### src/rtl/complex_div_arbiter.sv
`default_nettype none
// complex_div_arbiter -- round-robin sharing of one complex divider; an in-order ID FIFO routes results back.
// Define CDIV_ARB_PERF_EN to build saturating perf_ops_o / perf_stall_o counters (tied to 0 otherwise). Rev 1.0
module complex_div_arbiter #(
    parameter int NUM_REQ = 4,
    parameter int WIDTH   = 64,
    parameter int DEPTH   = 4
) (
    input  logic                           clk_i,
    input  logic                           rst_ni,
    input  logic                           flush_i,
    input  logic [NUM_REQ-1:0]             req_valid_i,
    output logic [NUM_REQ-1:0]             req_ready_o,
    input  logic [NUM_REQ*4*WIDTH-1:0]     req_operands_i,
    output logic [NUM_REQ-1:0]             rsp_valid_o,
    input  logic [NUM_REQ-1:0]             rsp_ready_i,
    output logic [2*WIDTH-1:0]             rsp_result_o,
    output logic [4:0]                     rsp_status_o,
    output logic                           div_in_valid_o,
    input  logic                           div_in_ready_i,
    output logic [4*WIDTH-1:0]             div_operands_o,
    output logic                           div_flush_o,
    input  logic                           div_out_valid_i,
    output logic                           div_out_ready_o,
    input  logic [2*WIDTH-1:0]             div_result_i,
    input  logic [4:0]                     div_status_i,
    input  logic                           div_busy_i,
    output logic                           busy_o,
    output logic [31:0]                    perf_ops_o,
    output logic [31:0]                    perf_stall_o
);
    localparam int IW  = (NUM_REQ > 1) ? $clog2(NUM_REQ) : 1;
    localparam int AW  = (DEPTH > 1) ? $clog2(DEPTH) : 1;
    localparam int OPW = 4 * WIDTH;

    localparam logic [1:0] ST_IDLE   = 2'd0;
    localparam logic [1:0] ST_ACTIVE = 2'd1;
    localparam logic [1:0] ST_FLUSH  = 2'd2;

    logic [1:0]    state;
    logic [1:0]    state_next;
    logic          flush_first;
    logic          accept_en;
    logic          drain;
    logic [IW-1:0] ptr;
    logic [IW-1:0] grant_idx;
    logic          grant_any;
    logic [IW:0]   cand;
    logic [IW-1:0] id_fifo [DEPTH];
    logic [AW-1:0] wr_ptr;
    logic [AW-1:0] rd_ptr;
    logic [AW:0]   count;
    logic [AW:0]   count_next;
    logic [IW-1:0] head;
    logic          fifo_empty;
    logic          has_room;
    logic          route_ok;
    logic          push;
    logic          pop;

    // ---------------- FSM: state register ----------------
    always_ff @(posedge clk_i) begin
        if (!rst_ni) begin
            state       <= ST_IDLE;
            flush_first <= 1'b0;
        end else begin
            state       <= state_next;
            flush_first <= flush_i;
        end
    end

    // ---------------- FSM: next state ----------------
    always_comb begin
        state_next = state;
        if (flush_i) begin
            state_next = ST_FLUSH;
        end else begin
            case (state)
                ST_IDLE:   if (push) state_next = ST_ACTIVE;
                ST_ACTIVE: if (count_next == '0) state_next = ST_IDLE;
                ST_FLUSH:  if (!div_busy_i && !div_out_valid_i) state_next = ST_IDLE;
                default:   state_next = ST_IDLE;
            endcase
        end
    end

    // ---------------- FSM: outputs ----------------
    always_comb begin
        drain       = (state == ST_FLUSH);
        accept_en   = !drain && !flush_i;   // flush wins over a same-cycle request
        div_flush_o = drain && flush_first;
        busy_o      = (count != '0) || drain;
    end

    // Round-robin search starting at ptr
    always_comb begin
        grant_any = 1'b0;
        grant_idx = '0;
        cand      = '0;
        for (int i = 0; i < NUM_REQ; i++) begin
            cand = {1'b0, ptr} + (IW+1)'(i);
            if (cand >= (IW+1)'(NUM_REQ)) cand = cand - (IW+1)'(NUM_REQ);
            if (!grant_any && req_valid_i[cand[IW-1:0]]) begin
                grant_any = 1'b1;
                grant_idx = cand[IW-1:0];
            end
        end
    end

    assign has_room       = (count < (AW+1)'(DEPTH));
    assign div_in_valid_o = grant_any && has_room && accept_en;
    assign push           = div_in_valid_o && div_in_ready_i;

    always_comb begin
        div_operands_o = '0;
        req_ready_o    = '0;
        for (int r = 0; r < NUM_REQ; r++) begin
            if (grant_idx == IW'(r)) begin
                div_operands_o = req_operands_i[r*OPW +: OPW];
                req_ready_o[r] = push;
            end
        end
    end

    // Response routing: the FIFO head names the owner of the divider's current result
    assign head       = id_fifo[rd_ptr];
    assign fifo_empty = (count == '0);
    assign route_ok   = !fifo_empty && !drain;
    // Empty FIFO outside flush is a protocol error: accept and drop the stray result
    assign div_out_ready_o = drain || fifo_empty || rsp_ready_i[head];
    assign pop             = div_out_valid_i && div_out_ready_o && route_ok;
    assign rsp_result_o    = div_result_i;
    assign rsp_status_o    = div_status_i;

    always_comb begin
        rsp_valid_o = '0;
        for (int r = 0; r < NUM_REQ; r++) begin
            rsp_valid_o[r] = div_out_valid_i && route_ok && (head == IW'(r));
        end
    end

    always_comb begin
        count_next = count;
        if (push && !pop)      count_next = count + 1'b1;
        else if (pop && !push) count_next = count - 1'b1;
    end

    always_ff @(posedge clk_i) begin
        if (!rst_ni || div_flush_o) begin
            wr_ptr <= '0;
            rd_ptr <= '0;
            count  <= '0;
        end else begin
            if (push) wr_ptr <= wr_ptr + 1'b1;
            if (pop)  rd_ptr <= rd_ptr + 1'b1;
            count <= count_next;
        end
    end

    always_ff @(posedge clk_i) begin
        if (push) id_fifo[wr_ptr] <= grant_idx;
    end

    always_ff @(posedge clk_i) begin
        if (!rst_ni) begin
            ptr <= '0;
        end else if (push) begin
            ptr <= (grant_idx == IW'(NUM_REQ - 1)) ? '0 : grant_idx + 1'b1;
        end
    end

`ifdef CDIV_ARB_PERF_EN
    logic [31:0] ops_cnt;
    logic [31:0] stall_cnt;

    always_ff @(posedge clk_i) begin
        if (!rst_ni) begin
            ops_cnt   <= '0;
            stall_cnt <= '0;
        end else begin
            if (pop && (ops_cnt != '1)) ops_cnt <= ops_cnt + 1'b1;
            if ((|req_valid_i) && !push && (stall_cnt != '1)) stall_cnt <= stall_cnt + 1'b1;
        end
    end

    assign perf_ops_o   = ops_cnt;
    assign perf_stall_o = stall_cnt;
`else
    assign perf_ops_o   = '0;
    assign perf_stall_o = '0;
`endif

endmodule
`default_nettype wire

### config.mk
export PLATFORM = sky130hd
export DESIGN_NAME = complex_div_arbiter
export DESIGN_NICKNAME = d
export VERILOG_FILES = /design/src/rtl/complex_div_arbiter.sv
export SDC_FILE = /design/constraint.sdc
export NUM_CORES = 1
export LEC_CHECK = 0
export CAP_MARGIN = 20
export CORE_AREA = 2 2 646 648
export CTS_BUF_LIST = sky130_fd_sc_hd__clkbuf_4 sky130_fd_sc_hd__clkbuf_8
export CTS_CLUSTER_DIAMETER = 200
export DETAILED_ROUTE_END_ITERATION = 10
export DIE_AREA = 0 0 648 650
export PLACE_DENSITY_LB_ADDON = 0.08
export SYNTH_ARGS = -nofsm -noshare
export SYNTH_HDL_FRONTEND = slang
export SYNTH_SLANG_ARGS = --single-unit
### constraint.sdc
create_clock -name clk_i -period 3.6 [get_ports clk_i]
set_input_delay 0.72 -clock clk_i [delete_from_list [all_inputs] [get_ports clk_i]]
set_output_delay 0.72 -clock clk_i [all_outputs]
set_load 0.01 [all_outputs]
==> summary.txt <==
Power
  • Static leakage: 12.1 nW
  • Power density over the cells: roughly 250 nW/um2
  • Peak VDD IR: 0.0954 mV

STA
  • Slew Limit Fails: 0
  • Worst Tran Pin Value: between 0.7 and 0.8 ns
  • FMAX: ~250 MHz
  • Clock Skew: 0.00181 ns
  • Fin crit share: 111%
  • Setup-failing EPs final: about 260
  • Setup_tns: -47.50 ns
  • Final Worst Setup Slack: -0.384 ns
  • Period minus WS final: approximately 4.0 ns
  • RSZ-0062 raised after global routing: true
  • Slew headroom: between 40% and 50%
  • Final hold violations: 0

Floorplan
  • Die W: 648 um
  • Row count: approximately 240
  • # IOs: between 1,500 and 2,000
  • Die H: approximately 650 um
  • Core box area: approximately 410,000 um2
  • Die area: between 400,000 and 500,000 um2
  • Starting Density: ~2.4%

Setup path
  • Critical path peak fanout: 6
  • CP cell instances: buf_8, buf_6, mux2i_1, nor2_1, nor3_2, buf_4, ha_4, nor2b_4, clkbuf_16, buf_16, buf_8, buf_12, buf_6, a22oi_2, nor2_1, a21oi_1, o21ai_1, buf_4
  • Largest delay share family, worst path: buffers and inverters
  • Slowest stage cell, crit path: nor3_2
  • CP Capture Type: output port
  • Worst setup path startpoint: req_valid_i[0]
  • Max incr delay on CP: 0.23 ns
  • CP required: ~2.9 ns
  • Worst Setup Start Kind: input port
  • Arrival @ worst endpoint: between 3 and 4 ns
  • WP buf/inv: 9
  • WS Path Type: input port to output port

Global route
  • First-pass GRT wire length: 367,000 um
  • Initial antenna violation count: around 380
  • Vias in the first global route: between 20,000 and 25,000
  • GR Util All Layers: about 14%
  • Total congestion overflow: 0
  • Largest net degree at the start of global routing: 36

Finish
  • Fill cell count: approximately 48,000
  • Layout overhead on the synthesized area: 271%
  • Fin nets: 4,468
  • Final cell count without fillers: between 8,000 and 9,000
  • Design area: 36,500 um2
  • Share of layout cells above drive strength 1: roughly two fifths

Drt
  • Vias per cell: 2.42
  • First drt pass iteration count: 5
  • DRC violations left: 0
  • Wire per inst: approximately 36 um
  • Initial DRC Count: approximately 1,100
  • Via count: approximately 21,000
  • Antenna viol nets, final: 0
  • Wirelength, routed: 319,000 um

Yosys
  • Post-synthesis async set-or-reset flop share: 0%
  • Top area cells in the synthesized netlist: a22oi_1, buf_4, a21oi_1
  • Post-synthesis cell area: 9840 um2
  • Synth warnings: 0
  • Number of enable flip-flop cells after synthesis: 8
  • Syn avg cell area: 5.51 um2
  • Ys flop type: dfxtp_1
  • Top post-synthesis cells by count: nor2_1, nand2_1, a21oi_1, o21ai_0, a22oi_1
  • Leading area contributor after synthesis: a22oi_1
  • Top-count cell post-synth: nor2_1
  • Yosys reg bits: 22
  • Synth cell types: 38
  • Yosys top cell area share: around a fifth
  • Sequential area share after synthesis: 5.29%
  • Syn Inst Count: around 1,800

Clock network
  • CTS tree: yes
  • CTS H-Tree Depth: 1
  • CTS Buf Count: 3
  • Clock Tree Root: clkbuf_8
  • Clock sink total: 22
  • Maximum clock path buffer count: 2
  • Clock slew at reported path FFs: about 0.090 ns
  • CTS Hold Bufs: 0
  • Worst-Skew Late Latency: about 0.28 ns

Place
  • Placed Area: 31,000 um2
  • Placed cells: 8,553
  • GPL Wtd Cong: between 0.8 and 0.9
  • Worst slack, placed: -1.77 ns
  • PortBufs: between 1,000 and 1,500
  • Detailed placer's ending HPWL: 290,000 um

Min path
  • HP Start: wr_ptr[1]$_SDFFE_PP0P_
  • Worst Hold Class: flip-flop to flip-flop

Status
  • Status: complete, but fails checks
  • Failing checks: setup timing

Run
  • # Max-Cap Violations: 0
[per-stage QoR]
stage / hold slack (ns) / util (%) / total power [mW]
after global placement: 0.494 / 7.46 / 7.49
after CTS: 0.513 / 8.23 / 8.76
after floorplan: 0.469 / - / 2.40
after global routing: 0.555 / 8.75 / 9.72
after detailed placement: 0.499 / 7.46 / 7.43
final: 0.513 / 8.79 / 9.14
[power breakdown]
group	internal [mW]	total (mW)	switching (mW)	leakage, nW
combinational	4.40	8.66	4.26	11.9
sequential	0.279	0.299	0.0200	0.188
clock	0.0872	0.186	0.0989	0.0266
total	4.77	9.14	4.38	12.1
[area by class of cell]
cell class,instances,area [um2],share of cell area (%)
timing repair buffer,1803,19200,52.6
multi-input combinational,1448,9630,26.4
tap,5497,6880,18.9
sequential,22,522,1.43
antenna,71,178,0.487
clock buffer,4,48.8,0.134
inverter,8,30.0,0.0824
[timing repair]
item | CTS | global route
setup endpoints to repair | 260 | 258
gates cloned | 27 | 7
pin swaps | 87 | 267
resized for setup | 1493 | 665
buffers inserted | 134 | 133
[layout by cell type (no fill, tap or decap), types with 57 or more instances in the layout]
cell | Yosys | routed
clkdlybuf4s50_1 | 0 | 1038
buf_4 | 197 | 304
nand2_1 | 268 | 257
a22oi_2 | 0 | 228
nor2_1 | 278 | 212
o21ai_1 | 0 | 168
a21oi_1 | 263 | 160
buf_6 | 0 | 149
buf_12 | 0 | 120
buf_2 | 0 | 102
a21oi_2 | 1 | 100
o21ai_2 | 0 | 74
diode_2 | 0 | 71
conb_1 | 1 | 64
nor2_2 | 1 | 57
[cell families after synthesis]
| group | after synthesis | share of synthesized area [%] |
|---|---|---|
| adder cells (fa/ha/maj) | 11 | 1.40 |
| flip-flops | 22 | 5.29 |
| buffers and inverters | 379 | 22.0 |
| multiplexers | 7 | 1.02 |
| XOR/XNOR | 5 | 0.445 |
| other | 1 | 0.0381 |
| AO/OA/AOI/OAI | 787 | 47.1 |
| AND/OR/NAND/NOR | 574 | 22.7 |
[registers in the layout (all words and copies together) (netlist names), named ones only]
name / flops
rd_ptr: 2
flush_first: 1
count: 3
ptr: 2
state: 2
wr_ptr: 2
id_fifo: 8
[worst register-to-register path, stage by stage, from the launching register on]
cell and delay, ns:
dfxtp_1 0.40, mux4_1 0.68, buf_4 0.24, mux2i_1 0.19, buf_4 0.20, mux2_2 0.29
buf_4 0.14, nor3_1 0.32, nor2_1 0.08, a221oi_1 0.27
[metal layers]
layer,GRT usage [%],up-vias,share of wire [%]
met5,0.263,-,0.51
met4,1.64,224,2.0
met3,11.3,633,18
met2,24.6,1504,47
met1,14.1,9867,33
li1,-,9178,-
[worst paths after layout]
check / endpoint / slack, ns / cells past startpoint
worst max-delay path: div_operands_o[107] / -0.38 / 18
worst min-delay path: wr_ptr[1]$_SDFFE_PP0P_ / 0.51 / 2
worst max register to register: count[1]$_SDFF_PP0_ / 0.71 / 9
worst min register to register: wr_ptr[1]$_SDFFE_PP0P_ / 0.51 / 2
No activity file was read; power rests on OpenSTA's default activity.
